**src/rtl/cv_tile_scheduler_pkg.sv**
```systemverilog
// Shared types for the conv-layer tile scheduler: field width, FSM states, loader commands.
package cv_tile_scheduler_pkg;

  localparam int unsigned DIM_W = 11;

  typedef logic [DIM_W-1:0] dim_t;

  typedef enum logic [2:0] {
    S_IDLE,
    S_CFG,
    S_LW,
    S_LIF,
    S_SOF,
    S_NEXT,
    S_FIN
  } state_e;

  typedef enum logic [1:0] {
    CMD_LW,
    CMD_LIF,
    CMD_SOF
  } cmd_e;

  // Command register layout: bit0 load_weight, bit1 load_input, bit2 store_output.
  function automatic logic [2:0] cmd_onehot(input cmd_e c);
    case (c)
      CMD_LW:  cmd_onehot = 3'b001;
      CMD_LIF: cmd_onehot = 3'b010;
      CMD_SOF: cmd_onehot = 3'b100;
      default: cmd_onehot = 3'b000;
    endcase
  endfunction

endpackage

```
**src/rtl/cv_tile_scheduler_if.sv**
```systemverilog
// Scheduler-to-loader command bus: command levels, per-tile fields and the loader's done pulse.
interface cv_tile_scheduler_if;
  import cv_tile_scheduler_pkg::*;

  logic load_weight;
  logic load_input;
  logic store_output;
  logic ld_done;
  dim_t Iori, Oori, Hori, Wori;
  dim_t Iext, Oext, Hext, Wext;

  modport master (
    output load_weight, load_input, store_output,
    output Iori, Oori, Hori, Wori, Iext, Oext, Hext, Wext,
    input  ld_done
  );

  modport slave (
    input  load_weight, load_input, store_output,
    input  Iori, Oori, Hori, Wori, Iext, Oext, Hext, Wext,
    output ld_done
  );
endinterface

```
**src/rtl/cv_tile_scheduler_extent.sv**
```systemverilog
// Tile extent along one axis: min(TILE, total - origin) plus a kernel halo term.
module cv_tile_extent
  import cv_tile_scheduler_pkg::*;
#(
  parameter int unsigned TILE = 8
) (
  input  logic signed [DIM_W:0] total,
  input  dim_t                  origin,
  input  dim_t                  add,
  output dim_t                  ext
);
  localparam logic signed [DIM_W+1:0] TILE_S = (DIM_W+2)'(TILE);

  logic signed [DIM_W+1:0] rem;

  always_comb begin
    rem = $signed({total[DIM_W], total}) - $signed({2'b00, origin});
    if (rem < TILE_S) ext = DIM_W'(rem) + add;
    else              ext = DIM_W'(TILE) + add;
  end
endmodule

```
**src/rtl/cv_tile_scheduler.sv**
```systemverilog
// Walks one conv layer in output tiles (o outer, h, w inner) and issues
// load_weight / load_input / store_output commands with registered tile fields.
module cv_tile_scheduler
  import cv_tile_scheduler_pkg::*;
#(
  parameter int unsigned TILE_O = 8,
  parameter int unsigned TILE_H = 8,
  parameter int unsigned TILE_W = 8
) (
  input  logic       clk,
  input  logic       rst_n,
  input  logic       start,
  input  dim_t       I,
  input  dim_t       O,
  input  dim_t       H,
  input  dim_t       W,
  input  logic [4:0] K,
  input  logic [1:0] pad,
  output logic       busy,
  output logic       layer_done,
  cv_tile_scheduler_if.master ld
);
  localparam int unsigned SW = DIM_W + 1;
  localparam int unsigned CW = DIM_W + 2;

  state_e     state_q, state_d;
  logic       busy_q, busy_d, done_q, done_d;
  logic [2:0] cmd_q, cmd_d;
  dim_t       idim_q, idim_d, odim_q, odim_d, hdim_q, hdim_d, wdim_q, wdim_d;
  logic [4:0] k_q, k_d;
  logic [1:0] pad_q, pad_d;
  dim_t       oc_q, oc_d, hc_q, hc_d, wc_q, wc_d;
  dim_t       oori_q, oori_d, hori_q, hori_d, wori_q, wori_d;
  dim_t       iext_q, iext_d, oext_q, oext_d, hext_q, hext_d, wext_q, wext_d;
  logic       load_fields;

  logic signed [SW-1:0] hp, wp;
  logic [CW-1:0]        o_inc, h_inc, w_inc;
  logic                 wrap_w, wrap_h, o_last;
  dim_t                 km1, oext_w, hext_w, wext_w;

  always_comb begin
    hp = $signed({1'b0, hdim_q} + {{(SW-3){1'b0}}, pad_q, 1'b0} - {{(SW-5){1'b0}}, k_q} + SW'(1));
    wp = $signed({1'b0, wdim_q} + {{(SW-3){1'b0}}, pad_q, 1'b0} - {{(SW-5){1'b0}}, k_q} + SW'(1));
    km1    = {{(DIM_W-5){1'b0}}, k_q} - dim_t'(1);
    o_inc  = {2'b00, oc_q} + CW'(TILE_O);
    h_inc  = {2'b00, hc_q} + CW'(TILE_H);
    w_inc  = {2'b00, wc_q} + CW'(TILE_W);
    wrap_w = $signed(w_inc) >= $signed({wp[SW-1], wp});
    wrap_h = $signed(h_inc) >= $signed({hp[SW-1], hp});
    o_last = o_inc >= {2'b00, odim_q};
  end

  always_comb begin
    state_d     = state_q;
    busy_d      = busy_q;
    done_d      = 1'b0;
    cmd_d       = cmd_q;
    idim_d      = idim_q;
    odim_d      = odim_q;
    hdim_d      = hdim_q;
    wdim_d      = wdim_q;
    k_d         = k_q;
    pad_d       = pad_q;
    oc_d        = oc_q;
    hc_d        = hc_q;
    wc_d        = wc_q;
    load_fields = 1'b0;
    case (state_q)
      S_IDLE: if (start) begin
        idim_d  = I;
        odim_d  = O;
        hdim_d  = H;
        wdim_d  = W;
        k_d     = K;
        pad_d   = pad;
        busy_d  = 1'b1;
        state_d = S_CFG;
      end
      S_CFG: begin
        oc_d = '0;
        hc_d = '0;
        wc_d = '0;
        if (hp <= 0 || wp <= 0 || odim_q == '0 || idim_q == '0) begin
          state_d = S_FIN;
          done_d  = 1'b1;
        end else begin
          state_d     = S_LW;
          cmd_d       = cmd_onehot(CMD_LW);
          load_fields = 1'b1;
        end
      end
      S_LW: if (ld.ld_done) begin
        state_d = S_LIF;
        cmd_d   = cmd_onehot(CMD_LIF);
      end
      S_LIF: if (ld.ld_done) begin
        state_d = S_SOF;
        cmd_d   = cmd_onehot(CMD_SOF);
      end
      S_SOF: if (ld.ld_done) begin
        state_d = S_NEXT;
        cmd_d   = '0;
      end
      S_NEXT: begin
        if (!wrap_w) begin
          wc_d        = dim_t'(w_inc);
          state_d     = S_LIF;
          cmd_d       = cmd_onehot(CMD_LIF);
          load_fields = 1'b1;
        end else begin
          wc_d = '0;
          if (!wrap_h) begin
            hc_d        = dim_t'(h_inc);
            state_d     = S_LIF;
            cmd_d       = cmd_onehot(CMD_LIF);
            load_fields = 1'b1;
          end else begin
            hc_d = '0;
            if (o_last) begin
              state_d = S_FIN;
              done_d  = 1'b1;
            end else begin
              oc_d        = dim_t'(o_inc);
              state_d     = S_LW;
              cmd_d       = cmd_onehot(CMD_LW);
              load_fields = 1'b1;
            end
          end
        end
      end
      S_FIN: begin
        busy_d  = 1'b0;
        state_d = S_IDLE;
      end
      default: state_d = S_IDLE;
    endcase
  end

  // Extents see the next-tile origins so fields land together with the command edge.
  cv_tile_extent #(.TILE(TILE_O)) u_ext_o (.total({1'b0, odim_q}), .origin(oc_d), .add('0), .ext(oext_w));
  cv_tile_extent #(.TILE(TILE_H)) u_ext_h (.total(hp), .origin(hc_d), .add(km1), .ext(hext_w));
  cv_tile_extent #(.TILE(TILE_W)) u_ext_w (.total(wp), .origin(wc_d), .add(km1), .ext(wext_w));

  always_comb begin
    oori_d = oori_q;
    hori_d = hori_q;
    wori_d = wori_q;
    iext_d = iext_q;
    oext_d = oext_q;
    hext_d = hext_q;
    wext_d = wext_q;
    if (load_fields) begin
      oori_d = oc_d;
      hori_d = hc_d - dim_t'(pad_q);
      wori_d = wc_d - dim_t'(pad_q);
      iext_d = idim_q;
      oext_d = oext_w;
      hext_d = hext_w;
      wext_d = wext_w;
    end
  end

  always_ff @(posedge clk) begin
    if (!rst_n) begin
      state_q <= S_IDLE;
      busy_q  <= 1'b0;
      done_q  <= 1'b0;
      cmd_q   <= '0;
      idim_q  <= '0;
      odim_q  <= '0;
      hdim_q  <= '0;
      wdim_q  <= '0;
      k_q     <= '0;
      pad_q   <= '0;
      oc_q    <= '0;
      hc_q    <= '0;
      wc_q    <= '0;
      oori_q  <= '0;
      hori_q  <= '0;
      wori_q  <= '0;
      iext_q  <= '0;
      oext_q  <= '0;
      hext_q  <= '0;
      wext_q  <= '0;
    end else begin
      state_q <= state_d;
      busy_q  <= busy_d;
      done_q  <= done_d;
      cmd_q   <= cmd_d;
      idim_q  <= idim_d;
      odim_q  <= odim_d;
      hdim_q  <= hdim_d;
      wdim_q  <= wdim_d;
      k_q     <= k_d;
      pad_q   <= pad_d;
      oc_q    <= oc_d;
      hc_q    <= hc_d;
      wc_q    <= wc_d;
      oori_q  <= oori_d;
      hori_q  <= hori_d;
      wori_q  <= wori_d;
      iext_q  <= iext_d;
      oext_q  <= oext_d;
      hext_q  <= hext_d;
      wext_q  <= wext_d;
    end
  end

  assign busy            = busy_q;
  assign layer_done      = done_q;
  assign ld.load_weight  = cmd_q[0];
  assign ld.load_input   = cmd_q[1];
  assign ld.store_output = cmd_q[2];
  assign ld.Iori         = '0;
  assign ld.Oori         = oori_q;
  assign ld.Hori         = hori_q;
  assign ld.Wori         = wori_q;
  assign ld.Iext         = iext_q;
  assign ld.Oext         = oext_q;
  assign ld.Hext         = hext_q;
  assign ld.Wext         = wext_q;
endmodule

```
**src/flat_wrapper.sv**
```systemverilog
// flat-port wrapper written by rule: the top's interface ports become plain ports
module cv_tile_scheduler_flat import cv_tile_scheduler_pkg::*;
#(
  parameter int unsigned TILE_O = 8,
  parameter int unsigned TILE_H = 8,
  parameter int unsigned TILE_W = 8
)
  (clk, rst_n, start, I, O, H, W, K, pad, busy, layer_done, ld_load_weight, ld_load_input, ld_store_output, ld_Iori, ld_Oori, ld_Hori, ld_Wori, ld_Iext, ld_Oext, ld_Hext, ld_Wext, ld_ld_done);
  cv_tile_scheduler_if ld_i ();
  input  logic clk;
  input  logic rst_n;
  input  logic start;
  input  dim_t I;
  input  dim_t O;
  input  dim_t H;
  input  dim_t W;
  input  logic [4:0] K;
  input  logic [1:0] pad;
  output logic busy;
  output logic layer_done;
  output wire logic [$bits(ld_i.load_weight)-1:0] ld_load_weight;
  output wire logic [$bits(ld_i.load_input)-1:0] ld_load_input;
  output wire logic [$bits(ld_i.store_output)-1:0] ld_store_output;
  output wire logic [$bits(ld_i.Iori)-1:0] ld_Iori;
  output wire logic [$bits(ld_i.Oori)-1:0] ld_Oori;
  output wire logic [$bits(ld_i.Hori)-1:0] ld_Hori;
  output wire logic [$bits(ld_i.Wori)-1:0] ld_Wori;
  output wire logic [$bits(ld_i.Iext)-1:0] ld_Iext;
  output wire logic [$bits(ld_i.Oext)-1:0] ld_Oext;
  output wire logic [$bits(ld_i.Hext)-1:0] ld_Hext;
  output wire logic [$bits(ld_i.Wext)-1:0] ld_Wext;
  input wire logic [$bits(ld_i.ld_done)-1:0] ld_ld_done;
  assign ld_load_weight = ld_i.load_weight;
  assign ld_load_input = ld_i.load_input;
  assign ld_store_output = ld_i.store_output;
  assign ld_Iori = ld_i.Iori;
  assign ld_Oori = ld_i.Oori;
  assign ld_Hori = ld_i.Hori;
  assign ld_Wori = ld_i.Wori;
  assign ld_Iext = ld_i.Iext;
  assign ld_Oext = ld_i.Oext;
  assign ld_Hext = ld_i.Hext;
  assign ld_Wext = ld_i.Wext;
  assign ld_i.ld_done = ld_ld_done;
  cv_tile_scheduler #(.TILE_O(TILE_O), .TILE_H(TILE_H), .TILE_W(TILE_W)) u_core (.clk(clk), .rst_n(rst_n), .start(start), .I(I), .O(O), .H(H), .W(W), .K(K), .pad(pad), .busy(busy), .layer_done(layer_done), .ld(ld_i));
endmodule
```
**config.mk**
```make
export PLATFORM = sky130hd
export DESIGN_NAME = cv_tile_scheduler_flat
export DESIGN_NICKNAME = d
export VERILOG_FILES = /design/src/rtl/cv_tile_scheduler_pkg.sv /design/src/rtl/cv_tile_scheduler_if.sv /design/src/rtl/cv_tile_scheduler_extent.sv /design/src/rtl/cv_tile_scheduler.sv /design/src/flat_wrapper.sv
export SDC_FILE = /design/constraint.sdc
export NUM_CORES = 1
export LEC_CHECK = 0
export CORE_MARGIN = 2
export CORE_UTILIZATION = 50
export DETAILED_ROUTE_END_ITERATION = 8
export PLACE_DENSITY = 0.75
export SLEW_MARGIN = 30
export SYNTH_ARGS = -nofsm -noshare
export SYNTH_HDL_FRONTEND = slang
export SYNTH_HIERARCHICAL = 1
export SYNTH_SLANG_ARGS = --single-unit
```
**constraint.sdc**
```tcl
create_clock -name clk -period 19.5 [get_ports clk]
set_clock_uncertainty 0.1 [all_clocks]
set_input_delay 1.95 -clock clk [delete_from_list [all_inputs] [get_ports clk]]
set_output_delay 1.95 -clock clk [all_outputs]
set_load 0.005 [all_outputs]
```
==> qor.csv, run 1 <==
stage,metric,value,unit
outcome,outcome,"complete, no violations",
sta,rsz0062_at_grt,no,
floorplanning,die_width,171,um
sta,max_freq,0.113,GHz
layout,layout_common_cells,"299 x nand2_1, 182 x a21oi_1, 181 x inv_1, 169 x dfxtp_1, 146 x ha_1",
critical_path,crit_required,19.76,ns
critical_path,max_stage_delay,0.71,ns
clocking,clkSinkCount,169,
sta,min_period,8.84,ns
sta,slew_headroom,0.381,
synthesis,synth_top_area_frac,0.241,
sta,worst_slew_pin_slew,0.928,ns
layout,final_area,16400,um^2
placement,gp_congestion,0.968,
synthesis,synth_area_leader_cell,dfxtp_1,
layout,fin_nets,2204,
routing,totalWireLength,38.8,mm
clocking,postCtsHoldBufs,0,
floorplanning,die_height,171,um
floorplanning,dieArea,29400,um^2
sta,setup_viol,0,
sta,period_share,0.454,
layout,layout.cells.most_common,nand2_1,
placement,io_buffer_count,136,
layout,final_cells,2382,
placement,place_inst,2350,
routing,firstDrtPassIters,5,
synthesis,syn_area_per_cell,7.54,um^2
critical_path,r2r_slack,10.66,ns
layout,syn2layout_area_growth,17.2,%
floorplanning,initial_core_util,0.506,
routing,antenna_left,0,
critical_path,cp_slowest_cell,mux2i_1,
floorplanning,coreArea,27700,um^2
hold_path,min_path_type,register to register,
sta,tns,0,ns
floorplanning,ios,148,
layout,antenna_cells,0,
critical_path,crit_path_start_kind,register,
placement,placed_cell_area,15700,um^2
floorplanning,rows,61,
critical_path,crit_type,register to register,
grt,grt_max_degree,96,
routing,post_drt_wl_per_cell,16.3,um
routing,drt_iter0_drc,1075,
placement,place_ws,10.76,ns
routing,vias_per_cell,5.62,
routing,via_count,13400,
synthesis,synth_warnings,6,
synthesis,ys_types,97,
flow_run,drv_cap,0,
synthesis,synth_area_leaders,"dfxtp_1 24%, ha_1 13%, nand2_1 8.0%",
synthesis,synthArstFlopShare,0,
clocking,clockBufferDepth,2,
clocking,post_cts_buffers,0,
synthesis,synth_edf_count,0,
grt,grt_pass1_vias,12200,
clocking,clk_pin_slew_worst_paths,0.07,ns
routing,drc,0,
sta,drv_slew,0,
synthesis,ys.flop_type,dfxtp_1,
clocking,cts_buffers,17,
critical_path,cp_max_fo,13,
synthesis,syn_inst,1860,
synthesis,ys_ff_latch,169,
grt,grt.total_usage,0.261,
critical_path,crit_arrival,9.10,ns
clocking,cts_resized,0,
clocking,h-tree-depth,4,
grt,antenna_found_initial,0,
synthesis,syn-cell-area,14000,um^2
clocking,tritoncts,yes,
sta,finalWorstSetupSlack,10.66,ns
sta,hold_viol_final,0,
grt,grt_pass1_wl,61.7,mm
placement,dp_hpwl,29.2,mm
critical_path,endpoint_kind,register,
clocking,clkLatencyLatePin,0.44,ns
synthesis,yosysSeqAreaShare,0.241,
clocking,root_buffer,clkbuf_16,
critical_path,path_common_cell,inv_1,
layout,drive_above_1_share,0.0489,
grt,grt-ovfl-total,0,
==> final cells by class <==
| cell class | count | area (um^2) |
|---|---|---|
| fill | 2556 | 11300 |
| multi-input combinational | 1474 | 9750 |
| sequential | 169 | 3380 |
| timing repair buffer | 146 | 1440 |
| inverter | 183 | 689 |
| tap | 378 | 473 |
| clock buffer | 18 | 439 |
| clock inverter | 14 | 255 |
==> cell usage after synthesis, drive strengths merged (6+ instances only) <==
cell     number
a2111oi       7
a211o         8
a211oi       18
a21boi        7
a21o         14
a21oi       184
a311o         9
a311oi        8
a31oi        15
a32oi         6
and2         30
and3         21
buf          29
clkbuf       54
dfxtp       169
fa           12
ha          146
inv         183
mux2          9
mux2i        11
nand2       300
nand2b       20
nand3        54
nand4        12
nor2        125
nor2b        12
nor3         30
nor3b         7
nor4         13
o2111a        7
o2111ai       7
o211ai       23
o21a         21
o21ai        61
o21bai        9
o31ai        17
o41ai         6
or2           9
or3          17
or4           7
xnor2        58
xor2         38
==> cells by family after synthesis <==
group           Yosys count  share of synthesized area
xor+xnor                 96                     0.0605
mux                      20                     0.0151
buf+inv                 266                     0.0775
flops                   169                      0.241
fa+ha+maj               158                      0.147
compound gates          478                      0.236
other cells               1                   0.000267
simple gates            672                      0.222
==> final timing paths <==
| kind | start | to | cells past startpoint |
|---|---|---|---|
| hold / removal | u_core/ld.Hext[6] | u_core/ld.Hext[6] | 2 |
| setup reg to reg | u_core/pad_q[1] | u_core/ld.Hext[10] | 34 |
| setup / recovery | u_core/pad_q[1] | u_core/ld.Hext[10] | 34 |
| hold reg to reg | u_core/ld.Hext[6] | u_core/ld.Hext[6] | 2 |
==> layer usage <==
layer | up-vias | GRT usage | wire length (um)
met2 | 392 | 0.417 | 17500
li1 | 6705 | - | -
met4 | 0 | 0.0737 | 741
met1 | 6237 | 0.369 | 18600
met3 | 41 | 0.0311 | 1960
met5 | - | 0 | 0
==> worst max-delay path: cells and delay by family, from the launching register on <==
kind,cells,cell delay (ns)
AO/OA/AOI/OAI,12,2.59
XOR/XNOR,2,0.30
adder cells (fa/ha/maj),5,1.95
buffers and inverters,5,0.50
flip-flops,1,0.43
multiplexers,2,0.86
AND/OR/NAND/NOR,8,2.02
==> through the flow <==
| step | utilization | hold slack, ns |
|---|---|---|
| after global routing | 0.593 | 0.373 |
| final | 0.593 | 0.353 |
| after CTS | 0.593 | 0.356 |
| after detailed placement | 0.568 | 0.346 |
| after global placement | 0.568 | 0.341 |
| after floorplan | - | 0.336 |
Power of run 1 is not shown: default switching activity piles up to over one toggle a cycle in this logic, so the estimate is an artifact.
==> run 2, diff against run 1 <==
Clock period 19.5 ns to 8.4 ns, I/O delays scaled along.
==> qor.csv, run 2 (synthesis gave the netlist of run 1 again) <==
stage,metric,value,unit
outcome,outcome,"complete, no violations",
layout,drive_above_1_share,0.0600,
critical_path,endpoint_kind,register,
clocking,clk_pin_slew_worst_paths,0.07,ns
critical_path,crit_arrival,8.08,ns
floorplanning,rows,61,
routing,antenna_left,0,
routing,via_count,13400,
routing,vias_per_cell,5.61,
layout,fin_nets,2220,
layout,layout.cells.most_common,nand2_1,
sta,hold_viol_final,0,
placement,gp_congestion,0.973,
routing,firstDrtPassIters,5,
placement,dp_hpwl,29.2,mm
placement,io_buffer_count,136,
floorplanning,coreArea,27700,um^2
clocking,root_buffer,clkbuf_16,
grt,grt_max_degree,96,
sta,rsz0062_at_grt,no,
critical_path,crit_type,register to register,
hold_path,min_path_type,register to register,
routing,drt_iter0_drc,1023,
sta,min_period,7.89,ns
sta,max_freq,0.127,GHz
clocking,cts_buffers,17,
critical_path,max_stage_delay,0.51,ns
clocking,clockBufferDepth,2,
sta,setup_viol,0,
critical_path,cp_slowest_cell,fa_1,
grt,grt_pass1_wl,60.9,mm
routing,drc,0,
floorplanning,initial_core_util,0.506,
routing,post_drt_wl_per_cell,15.9,um
layout,multi_input_area,9810,um^2
flow_run,drv_cap,0,
sta,worst_slew_pin_slew,0.928,ns
clocking,clkLatencyLatePin,0.43,ns
floorplanning,die_width,171,um
grt,grt.total_usage,0.257,
floorplanning,dieArea,29400,um^2
grt,grt-ovfl-total,0,
grt,antenna_found_initial,0,
critical_path,crit_required,8.59,ns
critical_path,cp_max_fo,6,
sta,period_share,0.939,
routing,totalWireLength,38.2,mm
floorplanning,die_height,171,um
critical_path,crit_path_start_kind,register,
layout,nFillCells,2581,
layout,syn2layout_area_growth,17.9,%
sta,slew_headroom,0.375,
floorplanning,ios,148,
clocking,h-tree-depth,4,
clocking,clkSinkCount,169,
critical_path,path_common_cell,ha_1,
grt,grt_pass1_vias,12200,
sta,tns,0,ns
layout,layout_common_cells,"298 x nand2_1, 182 x a21oi_1, 181 x inv_1, 168 x dfxtp_1, 146 x ha_1",
layout,regArea,3380,um^2
sta,drv_slew,0,
clocking,tritoncts,yes,
layout,antenna_cells,0,
run 2: path summary, 6_finish.rpt:
kind	startpoint	cells past startpoint	slack (ns)	end
worst max-delay path	u_core/pad_q[1]	34	0.51	u_core/ld.Hext[9]
worst min-delay path	u_core/ld.Hext[1]	2	0.35	u_core/ld.Hext[1]
worst max register to register	u_core/pad_q[1]	34	0.51	u_core/ld.Hext[9]
worst min register to register	u_core/ld.Hext[1]	2	0.35	u_core/ld.Hext[1]
run 2: timing repair:
| action | CTS | global route |
|---|---|---|
| setup buffers | 0 | 3 |
| hold buffers | 0 | 0 |
| resized for setup | 0 | 15 |
| setup endpoints to repair | 0 | 14 |
run 2: cell type report:
cell class	instances	area share
clock buffer	18	0.0260
clock inverter	11	0.0106
inverter	183	0.0417
multi-input combinational	1474	0.594
sequential	169	0.205
tap	378	0.0286
timing repair buffer	162	0.0944
run 2: routing by layer:
layer / wire length, um / GRT usage / vias up
met5: 0 / 0 / -
met4: 774 / 0.0689 / 0
met3: 2170 / 0.0361 / 51
met2: 17000 / 0.409 / 415
met1: 18200 / 0.363 / 6225
li1: - / - / 6744
run 2: through the flow:
step                cells  worst slack (ns)  utilization  cell area, um^2  hold WS, ns
floorplan            1909             0.958            -            14200        0.336
global placement     2363             0.402        0.571            15800        0.343
detailed placement   2363             0.215        0.571            15800        0.345
CTS                  2392             0.185        0.593            16400        0.354
global route         2395            0.0123        0.596            16500        0.369
finish               2395             0.509        0.596            16500        0.352
run 2: critical path: cells and delay by family (launching register included):
| kind | cells | cell delay (ns) |
|---|---|---|
| compound gates | 11 | 2.17 |
| fa+ha+maj | 6 | 2.14 |
| buf+inv | 3 | 0.25 |
| flops | 1 | 0.38 |
| mux | 2 | 0.38 |
| simple gates | 12 | 2.31 |
Power of run 2 is left out for the same reason.
==> run 3, diff against run 2 <==
Settings changed: PLACE_DENSITY 0.75 to 0.72.
==> qor.csv, run 3 (synthesis gave the netlist of run 1 again) <==
stage,metric,value,unit
outcome,outcome,"complete, no violations",
routing,via_count,13200,
routing,vias_per_cell,5.53,
sta,slew_headroom,0.380,
floorplanning,initial_core_util,0.506,
routing,drt_iter0_drc,902,
critical_path,crit_path_start_kind,register,
clocking,cts_buffers,17,
floorplanning,coreArea,27700,um^2
floorplanning,dieArea,29400,um^2
placement,gp_congestion,0.988,
clocking,clockBufferDepth,2,
grt,grt.total_usage,0.259,
floorplanning,die_width,171,um
layout,fin_util,0.594,
grt,grt-ovfl-total,0,
layout,final_cells,2393,
layout,drive_above_1_share,0.0576,
floorplanning,die_height,171,um
critical_path,crit_required,8.59,ns
hold_path,min_path_type,register to register,
routing,post_drt_wl_per_cell,16.0,um
critical_path,r2r_cells,33,
layout,fin_nets,2215,
critical_path,worstReg2RegEnd,u_core/ld.Hext[9],
clocking,h-tree-depth,4,
critical_path,crit_start,u_core/pad_q[1],
critical_path,path_depth,33,
sta,period_share,0.949,
clocking,clk_pin_slew_worst_paths,0.08,ns
critical_path,timing.rr.start,u_core/pad_q[1],
critical_path,crit_family,simple AND/OR/NAND/NOR gates,
critical_path,crit_path_end,u_core/ld.Hext[9],
grt,antenna_found_initial,0,
critical_path,endpoint_kind,register,
clocking,tritoncts,yes,
placement,io_buffer_count,136,
layout,layout.cells.most_common,nand2_1,
placement,dp_hpwl,29.3,mm
sta,setup_viol,0,
floorplanning,ios,148,
grt,grt_max_degree,80,
critical_path,crit_buf_inv,3,
critical_path,crit_arrival,8.16,ns
critical_path,r2r_slack,0.43,ns
critical_path,path_common_cell,ha_1,
layout,antenna_cells,0,
floorplanning,rows,61,
routing,antenna_left,0,
clocking,clkLatencyLatePin,0.45,ns
sta,max_freq,0.125,GHz
placement,place_inst,2361,
clocking,postCtsHoldBufs,0,
routing,drc,0,
sta,min_period,7.97,ns
layout,syn2layout_area_growth,17.4,%
layout,layout_common_cells,"299 x nand2_1, 182 x a21oi_1, 181 x inv_1, 168 x dfxtp_1, 146 x ha_1",
sta,worst_slew_pin_slew,0.930,ns
flow_run,drv_cap,0,
sta,drv_slew,0,
sta,hold_viol_final,0,
routing,totalWireLength,38.2,mm
routing,firstDrtPassIters,5,
clocking,root_buffer,clkbuf_16,
critical_path,crit_type,register to register,
grt,grt_pass1_vias,12200,
clocking,clkSinkCount,169,
grt,grt_pass1_wl,61.4,mm
critical_path,max_stage_delay,0.59,ns
critical_path,cp_slowest_cell,or4_1,
critical_path,cp_max_fo,6,
layout,nFillCells,2605,
==> run 3: changes by cell type in the layout (fill, tap and decap cells not counted), sizes merged <==
cell / before / now
buf: 26 / 21
bufinv: 4 / 0
clkbuf: 18 / 17
clkinv: 4 / 5
clkinvlp: 2 / 0
inv: 184 / 193
==> run 3: what timing repair did <==
| action | CTS | global route |
|---|---|---|
| endpoints found under the setup margin | 0 | 12 |
| gates resized for setup | 0 | 11 |
| setup buffers | 0 | 0 |
==> run 3: area by class of cell <==
cell class / instances / area (um^2) / share of cell area
Timing Repair Buffer: 157 / 1520 / 0.0923
Clock buffer: 17 / 425 / 0.0259
Inverter: 183 / 689 / 0.0419
Sequential cell: 169 / 3380 / 0.206
Multi-Input combinational cell: 1474 / 9790 / 0.595
Clock inverter: 15 / 171 / 0.0104
Tap cell: 378 / 473 / 0.0287
==> run 3: worst min-delay path by stage <==
stage	slack, ns	from	cells after the start	end
global placement	0.34	u_core/ld.Oori[1]	2	u_core/ld.Oori[1]
finish	0.35	u_core/ld.Hext[7]	2	u_core/ld.Hext[7]
detailed placement	0.35	u_core/ld.Wori[3]	2	u_core/ld.Wori[3]
CTS	0.36	u_core/ld.Oext[2]	2	u_core/ld.Oext[2]
global route	0.38	u_core/ld.Wext[8]	2	u_core/ld.Wext[8]
floorplan	0.34	u_core/hdim_q[1]	2	u_core/hdim_q[1]
==> run 3: per-stage QoR <==
stage	cell area, um^2	setup TNS (ns)	hold WS [ns]	setup WS (ns)
after floorplan	14200	0	0.336	0.958
after global placement	15800	0	0.342	0.477
after detailed placement	15800	0	0.345	0.262
after CTS	16400	0	0.357	0.215
after global routing	16500	-0.0111	0.376	-0.00795
final	16500	0	0.354	0.431
==> run 3: worst min-delay path: stages (launching register included) <==
cell,delay [ns]
dfxtp_1,0.31
nand2_1,0.05
a21oi_1,0.05
==> run 3: per-layer routing <==
metal,vias to the layer above,part of all wire,global-route usage
li1,6721,-,-
met1,6109,0.49,0.372
met2,370,0.44,0.410
met3,28,0.054,0.0352
met4,0,0.014,0.0630
met5,-,0,0
Power of run 3 is left out for the same reason.
